$ cat src/rtl/seq_mul.sv
// rtl/seq_mul.sv - shift-and-add sequential unsigned multiplier with approximate mode
//
// Purpose: multiplies two W-bit unsigned operands over W clock cycles, one
// multiplier bit per cycle.  In approximate mode the partial-product bits in
// the TRUNC least-significant columns are dropped before each add.
//
// Parameters:
//   W      operand width (2..16)
//   OW     product output width (W..2*W)
//   TRUNC  low product columns dropped in approximate mode (0..2*W-1)
//
// Ports:
//   clk        rising-edge clock
//   rst        synchronous active-high reset
//   in_valid   operand pair valid
//   in_ready   block can accept operands (IDLE only)
//   a, b       multiplicand / multiplier, unsigned, W bits
//   approx_en  approximate mode select, sampled at acceptance
//   out_valid  result valid (DONE only)
//   out_ready  consumer accepts result
//   p          product bits [OW-1:0]
//   ovf        some full-product bit at index OW or above is set

module seq_mul #(
  parameter int W     = 4,
  parameter int OW    = 2 * W,
  parameter int TRUNC = 0
) (
  input  logic          clk,
  input  logic          rst,
  input  logic          in_valid,
  output logic          in_ready,
  input  logic [W-1:0]  a,
  input  logic [W-1:0]  b,
  input  logic          approx_en,
  output logic          out_valid,
  input  logic          out_ready,
  output logic [OW-1:0] p,
  output logic          ovf
);

  localparam int CW = $clog2(W + 1);
  localparam int PW = 2 * W;

  localparam logic [1:0] IDLE = 2'd0;
  localparam logic [1:0] BUSY = 2'd1;
  localparam logic [1:0] DONE = 2'd2;

  // Columns kept in approximate mode: every column at index TRUNC and above.
  function automatic logic [PW-1:0] keep_mask();
    logic [PW-1:0] m;
    for (int i = 0; i < PW; i++) begin
      m[i] = (i >= TRUNC);
    end
    return m;
  endfunction

  localparam logic [PW-1:0] KEEP = keep_mask();

  logic [1:0]    state;
  logic [CW-1:0] cnt;
  logic [W-1:0]  a_q;
  logic [W-1:0]  b_q;
  logic          apx_q;
  logic [PW-1:0] acc;

  logic          b_bit;
  logic [PW-1:0] pp;
  logic [PW-1:0] pp_m;
  logic [PW-1:0] acc_nxt;

  // One shift-and-add step: multiplier bit cnt selects (a << cnt).
  always_comb begin
    b_bit   = |(b_q & (W'(1) << cnt));
    pp      = {{W{1'b0}}, a_q} << cnt;
    pp_m    = apx_q ? (pp & KEEP) : pp;
    acc_nxt = b_bit ? (acc + pp_m) : acc;
  end

  always_ff @(posedge clk) begin
    if (rst) begin
      state <= IDLE;
      cnt   <= '0;
      a_q   <= '0;
      b_q   <= '0;
      apx_q <= 1'b0;
      acc   <= '0;
    end else begin
      case (state)
        IDLE: begin
          if (in_valid) begin
            a_q   <= a;
            b_q   <= b;
            apx_q <= approx_en;
            acc   <= '0;
            cnt   <= '0;
            state <= BUSY;
          end
        end
        BUSY: begin
          acc <= acc_nxt;
          cnt <= cnt + CW'(1);
          // Last multiplier bit consumed: cnt reaches W on this edge.
          if (cnt == CW'(W - 1)) begin
            state <= DONE;
          end
        end
        DONE: begin
          // acc is frozen here, so p/ovf stay stable under backpressure.
          if (out_ready) begin
            state <= IDLE;
          end
        end
        default: state <= IDLE;
      endcase
    end
  end

  assign in_ready  = (state == IDLE);
  assign out_valid = (state == DONE);
  assign p         = acc[OW-1:0];

  generate
    if (OW < PW) begin : g_ovf
      assign ovf = |acc[PW-1:OW];
    end else begin : g_no_ovf
      assign ovf = 1'b0;
    end
  endgenerate

endmodule

$ cat config.mk
export PLATFORM = sky130hd
export DESIGN_NAME = seq_mul
export DESIGN_NICKNAME = d
export VERILOG_FILES = /design/src/rtl/seq_mul.sv
export SDC_FILE = /design/constraint.sdc
export NUM_CORES = 1
export LEC_CHECK = 0
export CAP_MARGIN = 20
export CORE_UTILIZATION = 55
export CTS_BUF_LIST = sky130_fd_sc_hd__clkbuf_4 sky130_fd_sc_hd__clkbuf_8 sky130_fd_sc_hd__clkbuf_16
export CTS_CLUSTER_SIZE = 16
export DETAILED_ROUTE_END_ITERATION = 8
export GPL_TIMING_DRIVEN = 0
export PLACE_DENSITY = 0.92
export SYNTH_ARGS = -nofsm -noshare
export SYNTH_HDL_FRONTEND = slang
export SYNTH_SLANG_ARGS = --single-unit
$ cat constraint.sdc
create_clock -name clk -period 4.15 [get_ports clk]
set_input_delay 0.83 -clock clk [delete_from_list [all_inputs] [get_ports clk]]
set_output_delay 0.83 -clock clk [all_outputs]
set_load 0.02 [all_outputs]
# After elaboration in Yosys (flattened, before gate mapping)
# Index checks and enable logic that the tools add are counted.
# totals
regBits,21
output_inout_bits,11
wordCells,33
# op_classes
add_sub_neg,2
eq_ne,7
shift,2
n_mux,9
bitwise_logic,1
reduce_logical,7
# ops
cell,n
$mux 8,2
$pmux 8 s2,1
$add 8x8->8,1
$shl 4x3->8,1
$mux 2,3
$ne 2x2->1 const B,3
$pmux 2 s3,1
$pmux 3 s2,1
$reduce_and 3->1,2
$and 4x4->4,1
$reduce_and 2->1,2
$reduce_or 4->1,1
$shl 1x3->4 const A,1
$add 3x1->3 const B,1
$eq 3x2->1 const B,1
$mux 3,1
$eq 2x1->1 const B,1
$eq 2x2->1 const B,1
$logic_not 2->1,1
$ne 2x1->1 const B,1
$reduce_bool 2->1,1

# Longest topological paths before layout
# logic_depth
ltp_word,5
depth_mapped,12
mapped_depth_nobuf,11

# Worst setup path after synthesis
# Ideal clock, no wire load.
# synth_path
path_type,register -> register
start,register cnt[0]
end,register acc[7] (netlist: p[7])
arrival_time_ns,2.593
required_ns,4.076
slack_ns,1.483
path_stages_with_launch,10
cell_sequence,dfxtp_1 buf_6 mux4_2 and2_2 ha_1 o211ai_1 o211a_1 o21a_1 or4_1 a31oi_1
# synth_between
elab_chain_cells,5
# synth_lines
item,line_no,text
start: declaration,61,logic [CW-1:0] cnt;
start signal: assignment,102,cnt <= cnt + CW'(1);
branches (longest 5 deep; another with $add 8x8->8),--,
end signal: assignment,101,acc <= acc_nxt;
end: declaration,65,logic [PW-1:0] acc;
# Parallel ways; which one is timed is not known. The select of a mux whose other input is x is not followed.
# A chain may end at the register's enable or synchronous reset.

# Worst setup path in the final report
# Ends and elaborated chain as after synthesis.

==> metrics.yaml <==
status: "finished, final reports clean"
vias: 1224
arrival_ps: 3070
first_iter_violations: 17
fillCellCount: 189
drc: 0
die-area_um2: 2570
slew-limit-headroom_pct: 65.2
path_class: "reg2reg"
ys_top_cells_by_area: "dfxtp_1, ha_1, nand2_1"
leakagePower_nw: 0.625
hp-class: "reg2reg"
min_period_over_period_pct: 67.9
synth_ff_type: "dfxtp_1"
yosysTopAreaCell: "dfxtp_1"
syn_area_um2: 1310
tightest_slew_ps: 522
powerDensity_nw_per_um2: 243
synth_edf_count: 0
cts_tree: "done"
multiInputGateArea_um2: 823
setup_tns_ps: 0
cap_violations: 0
synthArstFlopShare_pct: 0
vdd_drop_max_mv: 0.230
clkLatencyLatePin_ps: 310
regArea_um2: 420
max_freq_mhz: 355
htreeDepth: 1
cp-start-kind: "flip-flop"
num_io_pins: 24
synth_top_area_share_pct: 32.2
grt_use_total_pct: 24.8
clk_pin_slew_ps: 120
num_antenna_cells: 0
overflow: 0
row_count: 17
grt_pass1_vias: 1188
wl_um: 2830
synth_nets: 187
period_needed_ps: 2820
cts_num_sinks: 21
hpwl_um: 2220
area_growth_pct: 21.1
wl_per_cell_um: 13.2
critPathCaptureType: "flip-flop"
synth_cells: 161
grt_pass1_wl_um: 4810
maxSlewViolCount: 0
antenna_found_initial: 0
rsz0062_at_grt: "false"
grt_max_degree: 12
cpMaxStageDelayCell: "mux4_2"
ys_seq_elements: 21
dpl_cell_area_um2: 1550
dieWidth_um: 50.7
drive_above_1_share_pct: 5.91
synth_seq_area_share_pct: 32.2
max-clock-path-buffers: 2
hold_viol_final: 0
final-setup-viol-count: 0
ctsHoldBuffers: 0
dieHeight_um: 50.7
ant_nets: 0
skew_ps: 8.32
firstDrtPassIters: 4
cts_setup_buffers: 0
core-area_um2: 2230
cp_data_required_time_ps: 4400
final_area_um2: 1580
crit_chain: "buf_6 -> mux4_2 -> and2_2 -> ha_1 -> o211ai_1 -> o211a_1 -> o21a_1 -> or4_1 -> a31oi_1"
final_net_count: 213
max_stage_delay_ps: 520
numCtsBuffers: 3
ys.warnings.count: 0
path_max_fanout: 9
synth.avg_cell_area_um2: 8.11
cts-root-buf: "clkbuf_4"
dp_slack_ps: 1360
synth_cell_types: 39
io_buffers: 21
fin_ws_ps: 1330
initial_core_util_pct: 58.4
place.gp.congestion: 0.904
cts_resized: 0
routed_via_density: 5.72
-- logic make-up after synthesis --
kind of cell,after synthesis,synth area share [%]
muxes,6,5.56
DFF,21,32.2
AOI/OAI and AO/OA,42,19.8
other,1,0.287
buffers and inverters,13,4.70
and+or+nand+nor,60,21.0
adders and majority gates,13,13.0
xor gates and xnor gates,5,3.36
-- synthesized netlist by cell type (3+ instances only) --
cell       n
a21oi_1   20
clkbuf_1   5
dfxtp_1   21
ha_1      12
inv_1      5
mux2i_1    5
nand2_1   28
nand3_1    7
nor2_1    11
nor3_1     3
o211ai_1   3
o21ai_0    3
xnor2_1    3
-- cell type report --
type | instances | share of cell area (%)
multi-input cells | 127 | 52.1
repair buffers | 21 | 13.3
inverters | 5 | 1.19
clock buffers | 4 | 1.90
well taps | 28 | 2.22
plain buffers | 8 | 2.69
flip-flops and latches | 21 | 26.6
-- registers in the layout, summed over array words and instances (netlist names) --
register and count:
p 8, a_q 4, b_q 4, cnt 3, state 2
-- path summary, 6_finish.rpt --
path | from | to | slack [ps] | cells after the start
max reg2reg | cnt[0] | p[7] | 1330 | 9
min reg2reg | b_q[0] | b_q[0] | 470 | 2
max | cnt[0] | p[7] | 1330 | 9
min | b_q[0] | b_q[0] | 470 | 2
-- metrics by stage --
step	power [mW]	util (%)	instances	hold slack (ps)
after global routing	0.402	70.8	214	505
after floorplan	0.258	-	161	436
final	0.384	70.8	214	467
after detailed placement	0.281	69.4	210	453
after CTS	0.387	70.8	214	471
after global placement	0.279	69.4	210	444
-- routing by layer --
metal  vias up  wire length, um  track usage, %  part of all wire (%)
met5         -                0               0                     0
met4         0               62            14.4                   2.2
met3         7              102            5.15                   3.6
met2        30             1430            44.0                    51
met1       574             1230            26.8                    44
li1        613                -               -                     -
-- worst max-delay path: cells and delay by family, from the launching register on --
family	cells	cell delay, ps
fa+ha+maj	1	320
mux	1	520
simple gates	2	680
flops	1	400
compound gates	4	680
buf+inv	1	160
-- placed cells by master (no fill, tap or decap), types with 3 or more instances in the layout --
cell type,instances
o211ai_1,3
clkbuf_1,5
nand2_1,28
nor3_1,3
xnor2_1,3
nor2_1,11
dfxtp_1,21
nand3_1,7
clkdlybuf4s50_1,21
ha_1,12
mux2i_1,5
o21ai_0,3
clkbuf_4,4
a21oi_1,20
inv_1,5
-- where the power goes --
part           internal (mW)  leakage (nW)  switching (mW)
clock network         0.0442        0.0184          0.0626
registers              0.208         0.171         0.00634
logic                 0.0297         0.436          0.0331
Power figures use the tool's default switching activity.
